<file path="src/rtl/trap_csr_unit_pkg.sv">
// ----------------------------------------------------------------------------
// trap_csr_unit_pkg: CSR addresses, trap constants and mtvec mode. Rev 1.0
// ----------------------------------------------------------------------------
`default_nettype none

package trap_csr_unit_pkg;

  localparam logic [11:0] CSR_MSTATUS   = 12'h300;
  localparam logic [11:0] CSR_MIE       = 12'h304;
  localparam logic [11:0] CSR_MTVEC     = 12'h305;
  localparam logic [11:0] CSR_MSCRATCH  = 12'h340;
  localparam logic [11:0] CSR_MEPC      = 12'h341;
  localparam logic [11:0] CSR_MCAUSE    = 12'h342;
  localparam logic [11:0] CSR_MTVAL     = 12'h343;
  localparam logic [11:0] CSR_MIP       = 12'h344;
  localparam logic [11:0] CSR_TIME      = 12'hC01;
  localparam logic [11:0] CSR_TIMEH     = 12'hC81;
  localparam logic [11:0] CSR_MTIMECMP  = 12'h7C0;
  localparam logic [11:0] CSR_MTIMECMPH = 12'h7C1;

  localparam logic [31:0] M_TIMER_INT      = 32'h8000_0007;
  localparam logic [31:0] MTVEC_VEC_OFFSET = 32'd28;  // 4 * timer cause number

  localparam int MSTATUS_MIE_BIT  = 3;
  localparam int MSTATUS_MPIE_BIT = 7;
  localparam int MIE_MTIE_BIT     = 7;

  typedef enum logic [1:0] {
    MTVEC_DIRECT   = 2'b00,
    MTVEC_VECTORED = 2'b01
  } mtvec_mode_e;

endpackage

`default_nettype wire

</file>
<file path="src/rtl/trap_csr_unit_mtimer.sv">
// ----------------------------------------------------------------------------
// trap_csr_unit_mtimer: prescaled 64-bit mtime, mtimecmp and registered mtip. Rev 1.0
// ----------------------------------------------------------------------------
`default_nettype none

module trap_csr_unit_mtimer #(
  parameter int TIMER_PRESCALE = 1,
  parameter int PRESCALE_W     = 8
) (
  input  logic        clk_i,
  input  logic        rst_i,
  input  logic        cmp_lo_we,
  input  logic        cmp_hi_we,
  input  logic [31:0] wdata,
  output logic [63:0] mtime,
  output logic [63:0] mtimecmp,
  output logic        mtip
);

  localparam logic [PRESCALE_W-1:0] PRESCALE_LAST = PRESCALE_W'(TIMER_PRESCALE - 1);

  logic [PRESCALE_W-1:0] prescaler;
  logic [63:0]           mtime_q;
  logic [63:0]           mtimecmp_q;
  logic                  mtip_q;
  logic                  tick;

  assign tick     = (prescaler == PRESCALE_LAST);
  assign mtime    = mtime_q;
  assign mtimecmp = mtimecmp_q;
  assign mtip     = mtip_q;

  always_ff @(posedge clk_i or posedge rst_i) begin
    if (rst_i) begin
      prescaler  <= '0;
      mtime_q    <= '0;
      mtimecmp_q <= 64'hFFFF_FFFF_FFFF_FFFF;
      mtip_q     <= 1'b0;
    end else begin
      prescaler <= tick ? '0 : prescaler + PRESCALE_W'(1);
      if (tick) mtime_q <= mtime_q + 64'd1;
      if (cmp_lo_we) mtimecmp_q[31:0]  <= wdata;
      if (cmp_hi_we) mtimecmp_q[63:32] <= wdata;
      // Compare uses the current registers, so mtip lags any change by a cycle.
      mtip_q <= (mtime_q >= mtimecmp_q);
    end
  end

endmodule

`default_nettype wire

</file>
<file path="src/rtl/trap_csr_unit.sv">
// ----------------------------------------------------------------------------
// trap_csr_unit: M-mode trap commit, mret redirect, CSR file and timer. Rev 1.0
// ----------------------------------------------------------------------------
`default_nettype none

module trap_csr_unit
  import trap_csr_unit_pkg::*;
#(
  parameter logic [31:0] RESET_MTVEC    = 32'h0000_0100,
  parameter int          TIMER_PRESCALE = 1,
  parameter int          PRESCALE_W     = 8
) (
  input  logic        clk_i,
  input  logic        rst_i,
  input  logic        excPresent_i,
  input  logic [31:0] excCause_i,
  input  logic [31:0] trapInfo_i,
  input  logic [31:0] pc_i,
  input  logic        mret_i,
  input  logic        csr_we_i,
  input  logic [11:0] csr_addr_i,
  input  logic [31:0] csr_wdata_i,
  output logic [31:0] csr_rdata_o,
  output logic        csr_valid_o,
  output logic        trap_redirect_o,
  output logic [31:0] trap_pc_o,
  output logic        mtime_exc_o,
  output logic        mie_o
);

  logic        mstatus_mie;
  logic        mstatus_mpie;
  logic        mtie;
  logic [31:0] mtvec;
  logic [31:0] mscratch;
  logic [31:0] mepc;
  logic [31:0] mcause;
  logic [31:0] mtval;
  logic [63:0] mtime;
  logic [63:0] mtimecmp;
  logic        mtip;
  logic        is_int;
  logic        csr_wr;
  logic [31:0] trap_base;

  assign mtime_exc_o = mstatus_mie & mtie & mtip;
  assign mie_o       = mstatus_mie;
  assign is_int      = excPresent_i & mtime_exc_o & (trapInfo_i == 32'd0);
  assign csr_wr      = csr_we_i & ~excPresent_i & ~mret_i;
  assign trap_base   = {mtvec[31:2], 2'b00};

  trap_csr_unit_mtimer #(
    .TIMER_PRESCALE (TIMER_PRESCALE),
    .PRESCALE_W     (PRESCALE_W)
  ) u_mtimer (
    .clk_i     (clk_i),
    .rst_i     (rst_i),
    .cmp_lo_we (csr_wr && (csr_addr_i == CSR_MTIMECMP)),
    .cmp_hi_we (csr_wr && (csr_addr_i == CSR_MTIMECMPH)),
    .wdata     (csr_wdata_i),
    .mtime     (mtime),
    .mtimecmp  (mtimecmp),
    .mtip      (mtip)
  );

  always_comb begin
    trap_redirect_o = 1'b0;
    trap_pc_o       = 32'd0;
    if (excPresent_i) begin
      trap_redirect_o = 1'b1;
      if ((mtvec_mode_e'(mtvec[1:0]) == MTVEC_VECTORED) && is_int)
        trap_pc_o = trap_base + MTVEC_VEC_OFFSET;
      else
        trap_pc_o = trap_base;
    end else if (mret_i) begin
      trap_redirect_o = 1'b1;
      trap_pc_o       = {mepc[31:2], 2'b00};
    end
  end

  always_comb begin
    csr_valid_o = 1'b1;
    csr_rdata_o = 32'd0;
    case (csr_addr_i)
      CSR_MSTATUS:   csr_rdata_o = {19'd0, 2'b11, 3'd0, mstatus_mpie, 3'd0, mstatus_mie, 3'd0};
      CSR_MIE:       csr_rdata_o = {24'd0, mtie, 7'd0};
      CSR_MTVEC:     csr_rdata_o = mtvec;
      CSR_MSCRATCH:  csr_rdata_o = mscratch;
      CSR_MEPC:      csr_rdata_o = {mepc[31:2], 2'b00};
      CSR_MCAUSE:    csr_rdata_o = mcause;
      CSR_MTVAL:     csr_rdata_o = mtval;
      CSR_MIP:       csr_rdata_o = {24'd0, mtip, 7'd0};
      CSR_TIME:      csr_rdata_o = mtime[31:0];
      CSR_TIMEH:     csr_rdata_o = mtime[63:32];
      CSR_MTIMECMP:  csr_rdata_o = mtimecmp[31:0];
      CSR_MTIMECMPH: csr_rdata_o = mtimecmp[63:32];
      default:       csr_valid_o = 1'b0;
    endcase
  end

  // Trap entry outranks mret, which outranks any CSR write in the same cycle.
  always_ff @(posedge clk_i or posedge rst_i) begin
    if (rst_i) begin
      mstatus_mie  <= 1'b0;
      mstatus_mpie <= 1'b0;
      mtie         <= 1'b0;
      mtvec        <= RESET_MTVEC;
      mscratch     <= 32'd0;
      mepc         <= 32'd0;
      mcause       <= 32'd0;
      mtval        <= 32'd0;
    end else if (excPresent_i) begin
      mepc         <= pc_i;
      mcause       <= is_int ? M_TIMER_INT : excCause_i;
      mtval        <= is_int ? 32'd0 : trapInfo_i;
      mstatus_mpie <= mstatus_mie;
      mstatus_mie  <= 1'b0;
    end else if (mret_i) begin
      mstatus_mie  <= mstatus_mpie;
      mstatus_mpie <= 1'b1;
    end else if (csr_wr) begin
      case (csr_addr_i)
        CSR_MSTATUS: begin
          mstatus_mie  <= csr_wdata_i[MSTATUS_MIE_BIT];
          mstatus_mpie <= csr_wdata_i[MSTATUS_MPIE_BIT];
        end
        CSR_MIE:      mtie     <= csr_wdata_i[MIE_MTIE_BIT];
        CSR_MTVEC:    mtvec    <= csr_wdata_i & ~32'h0000_0002;
        CSR_MSCRATCH: mscratch <= csr_wdata_i;
        CSR_MEPC:     mepc     <= csr_wdata_i;
        CSR_MCAUSE:   mcause   <= csr_wdata_i;
        CSR_MTVAL:    mtval    <= csr_wdata_i;
        default:      ;
      endcase
    end
  end

endmodule

`default_nettype wire

</file>
<file path="config.mk">
export PLATFORM = sky130hd
export DESIGN_NAME = trap_csr_unit
export DESIGN_NICKNAME = d
export VERILOG_FILES = /design/src/rtl/trap_csr_unit_pkg.sv /design/src/rtl/trap_csr_unit_mtimer.sv /design/src/rtl/trap_csr_unit.sv
export SDC_FILE = /design/constraint.sdc
export NUM_CORES = 1
export LEC_CHECK = 0
export BUFFER_PORTS_ARGS = -buffer_cell sky130_fd_sc_hd__buf_2
export CORE_AREA = 2 2 177 179
export CTS_CLUSTER_SIZE = 28
export DETAILED_ROUTE_END_ITERATION = 16
export DIE_AREA = 0 0 179 181
export PLACE_DENSITY = 0.77
export SYNTH_ARGS = -nofsm -noshare
export SYNTH_HDL_FRONTEND = slang
export SYNTH_HIERARCHICAL = 1
export SYNTH_SLANG_ARGS = --single-unit
</file>
<file path="constraint.sdc">
create_clock -name clk_i -period 7.4 [get_ports clk_i]
set_input_delay 1.85 -clock clk_i [delete_from_list [all_inputs] [get_ports clk_i]]
set_output_delay 1.85 -clock clk_i [all_outputs]
set_load 0.02 [all_outputs]
</file>
==> run metrics <==
RSZ-0062 raised after global routing no; post-route antenna net violation count 0; post-DP HPWL 41.4 mm; Final Max Slew Viols 0; Worst Setup End Kind output pin; cts hold-fix bufs 0; required time of the critical path 5.55 ns; Post-CTS Repair Setup Buffers 0; Mapped Cells 1,842; clock-pin slew on the worst setup and hold paths 0.06 ns; min Tclk post-route 6.40 ns; area grow syn2layout 13.6%; run status completed; Syn Area/Cell 9.65 um^2; Hold Path Depth 1; GPL Wtd Cong 0.941; setup ws final 1.00 ns; max frequency 156 MHz; CP startpoint kind input pin; Initial Utilization 58.6%; latest clock arrival within the worst-skew pair 0.51 ns; Cell Pwr Density 188 mW/mm^2; post_cts resized 0; Hold Crit Endpoint u_mtimer/prescaler[7]; total wire length 57.1 mm; DRC errors left 0; hold_ws 0.481 ns; largest net degree at the start of global routing 88; IO Port Bufs 208; CTS tree done; Synth Flop Type dfrtp_1; number of synthesized flops with an enable pin 0; Peak supply drop 0.201 mV; DR WL/cell 23.6 um; WP data arrival 4.55 ns; ys async rst share 100%; register-to-register setup slack 4.64 ns; post-layout util 66.5%; fin nets 2,211; CTS max path bufs 3; Setup WS pre-CTS 1.11 ns; Setup Skew 0.0115 ns; max cap viols 0; # setup viols final 0; full die area 0.0324 mm^2; Cell variety after synth 82; worst hold path startpoint u_mtimer/prescaler[7]; reg-to-reg critical path endpoint u_mtimer/mtime[63]; Sink Count 297; Post-Syn Area 0.0178 mm^2; 1st-iter DRT viols 1,774; Fill cells 2,409; Boundary Pins 213; CP Class in2out; worst r2r path cells 8; core area 0.0303 mm^2; first-pass GRT wire length 86.5 mm; Reg-to-Reg Start u_mtimer/prescaler[0]; Final Cycle Share 86.5%; CTS Buf Count 35; Clk Tree Root Cell clkbuf_16; total grt overflow 0; GRT Resource Usage Total 34.9%; die width 179 um; via density per instance 6.54; Yosys Warn Count 6; final hold vios 0; H-tree depth 2; Hold WC Path Type reg2reg; vias in the first global route 15,100; Vert. Die Dim 181 um; Final TNS setup 0 ns; DR pass1 iterations 7; LEAKAGE 9.77 nW; fraction of layout cells with a size suffix above 1 23.3%; Slew HR 22.8%; Slew @ Worst Pin 1.15 ns; via count 15,800; #FFs+latches synth 297; Worst Path Max Fanout 18; sequential share of the synthesized area 42.3%; antenna violations before repair 2; num rows 64
==> through the flow <==
step	total power [mW]	cells	area (um^2)
5_1_grt	3.90	2418	20200
6_report	3.79	2419	20200
4_1_cts	3.79	2418	20200
3_5_place_dp	2.06	2357	19000
3_3_place_gp	2.05	2357	19000
2_1_floorplan	1.91	1843	17800
==> where the power goes <==
group / switching, mW / internal [mW]
Combinational: 0.215 / 0.109
Clock: 0.694 / 1.05
Sequential: 0.0397 / 1.68
Total: 0.949 / 2.84
==> cell usage after synthesis, drive strengths merged, types with 57 or more instances <==
cell type    n  area [um^2]
nand3       69          363
dfstp       65         1710
mux2        75          845
xnor2       57          499
o21ai      138          691
dfrtp      232         5810
mux2i       97          971
ha          68          851
clkbuf      69          260
inv         87          327
nand2      264          991
nor2       111          474
==> placed cells by master (no fill, tap or decap), drive strengths merged, types with 10 or more instances in the layout <==
master / n
mux2i: 97
o22ai: 24
o31ai: 30
a21oi: 41
and3: 17
nand3: 69
o211ai: 22
dfrtp: 232
and4: 12
mux2: 75
a222oi: 25
nand2: 264
nand4: 48
a22oi: 46
nand4b: 10
xnor2: 57
nor4: 21
ha: 68
o21ai: 138
buf: 236
xor2: 13
nor3: 23
a32oi: 12
clkbuf: 46
nor2: 111
dfstp: 65
inv: 88
a221oi: 26
==> final cells by class <==
| cell class | count | area, um^2 | area share, % |
|---|---|---|---|
| clock inverters | 15 | 189 | 0.936 |
| diodes | 1 | 2.50 | 0.0124 |
| multi-input cells | 1341 | 9440 | 46.8 |
| well taps | 396 | 495 | 2.45 |
| inverters | 87 | 334 | 1.65 |
| repair buffers | 236 | 1260 | 6.23 |
| flip-flops and latches | 297 | 7510 | 37.2 |
| clock buffers | 46 | 957 | 4.74 |
==> how the worst max path moves through the flow <==
stage,from,to,depth (start not counted)
6_report,csr_addr_i[0],csr_rdata_o[14],8
5_1_grt,csr_addr_i[0],csr_rdata_o[14],8
4_1_cts,trapInfo_i[5],trap_pc_o[21],8
3_5_place_dp,trapInfo_i[5],trap_pc_o[21],8
3_3_place_gp,trapInfo_i[5],trap_pc_o[21],8
2_1_floorplan,rst_i,mcause[0],1
==> sequential cells by signal (all words and copies together), names as in the netlist <==
register and count:
mstatus_mpie 1, u_mtimer/mtip 1, u_mtimer/prescaler 8, mcause 32
u_mtimer/mtimecmp 64, mtval 32, mie_o 1, mepc 30
u_mtimer/mtime 64, mtie 1, mtvec 31, mscratch 32
==> kinds of logic after synthesis <==
| logic type | after synthesis | synth area share, % |
|---|---|---|
| and+or+nand+nor | 618 | 18.3 |
| DFF | 297 | 42.3 |
| xor gates and xnor gates | 70 | 3.45 |
| buffers and inverters | 205 | 4.84 |
| adders and majority gates | 68 | 4.79 |
| muxes | 172 | 10.2 |
| other | 1 | 0.0211 |
| AOI/OAI and AO/OA | 411 | 16.1 |
==> layer usage <==
metal  share of wire, %  vias up  wire length, um  track usage, %
met5              0.021        -               12               0
met4                6.3        2             3610            18.7
met3                8.7      187             4950            5.28
met2                 47      914            26800            56.5
met1                 38     7688            21700            45.0
li1                   -     7024                -               -
==> worst max-delay path: stages <==
cell      delay, ns
buf_2          0.39
nor4b_4        0.31
nand4_1        0.26
nor3_2         0.81
buf_4          0.39
a222oi_1       0.14
nand2_1        0.20
buf_2          0.20
(Power assumes the default switching activity.)
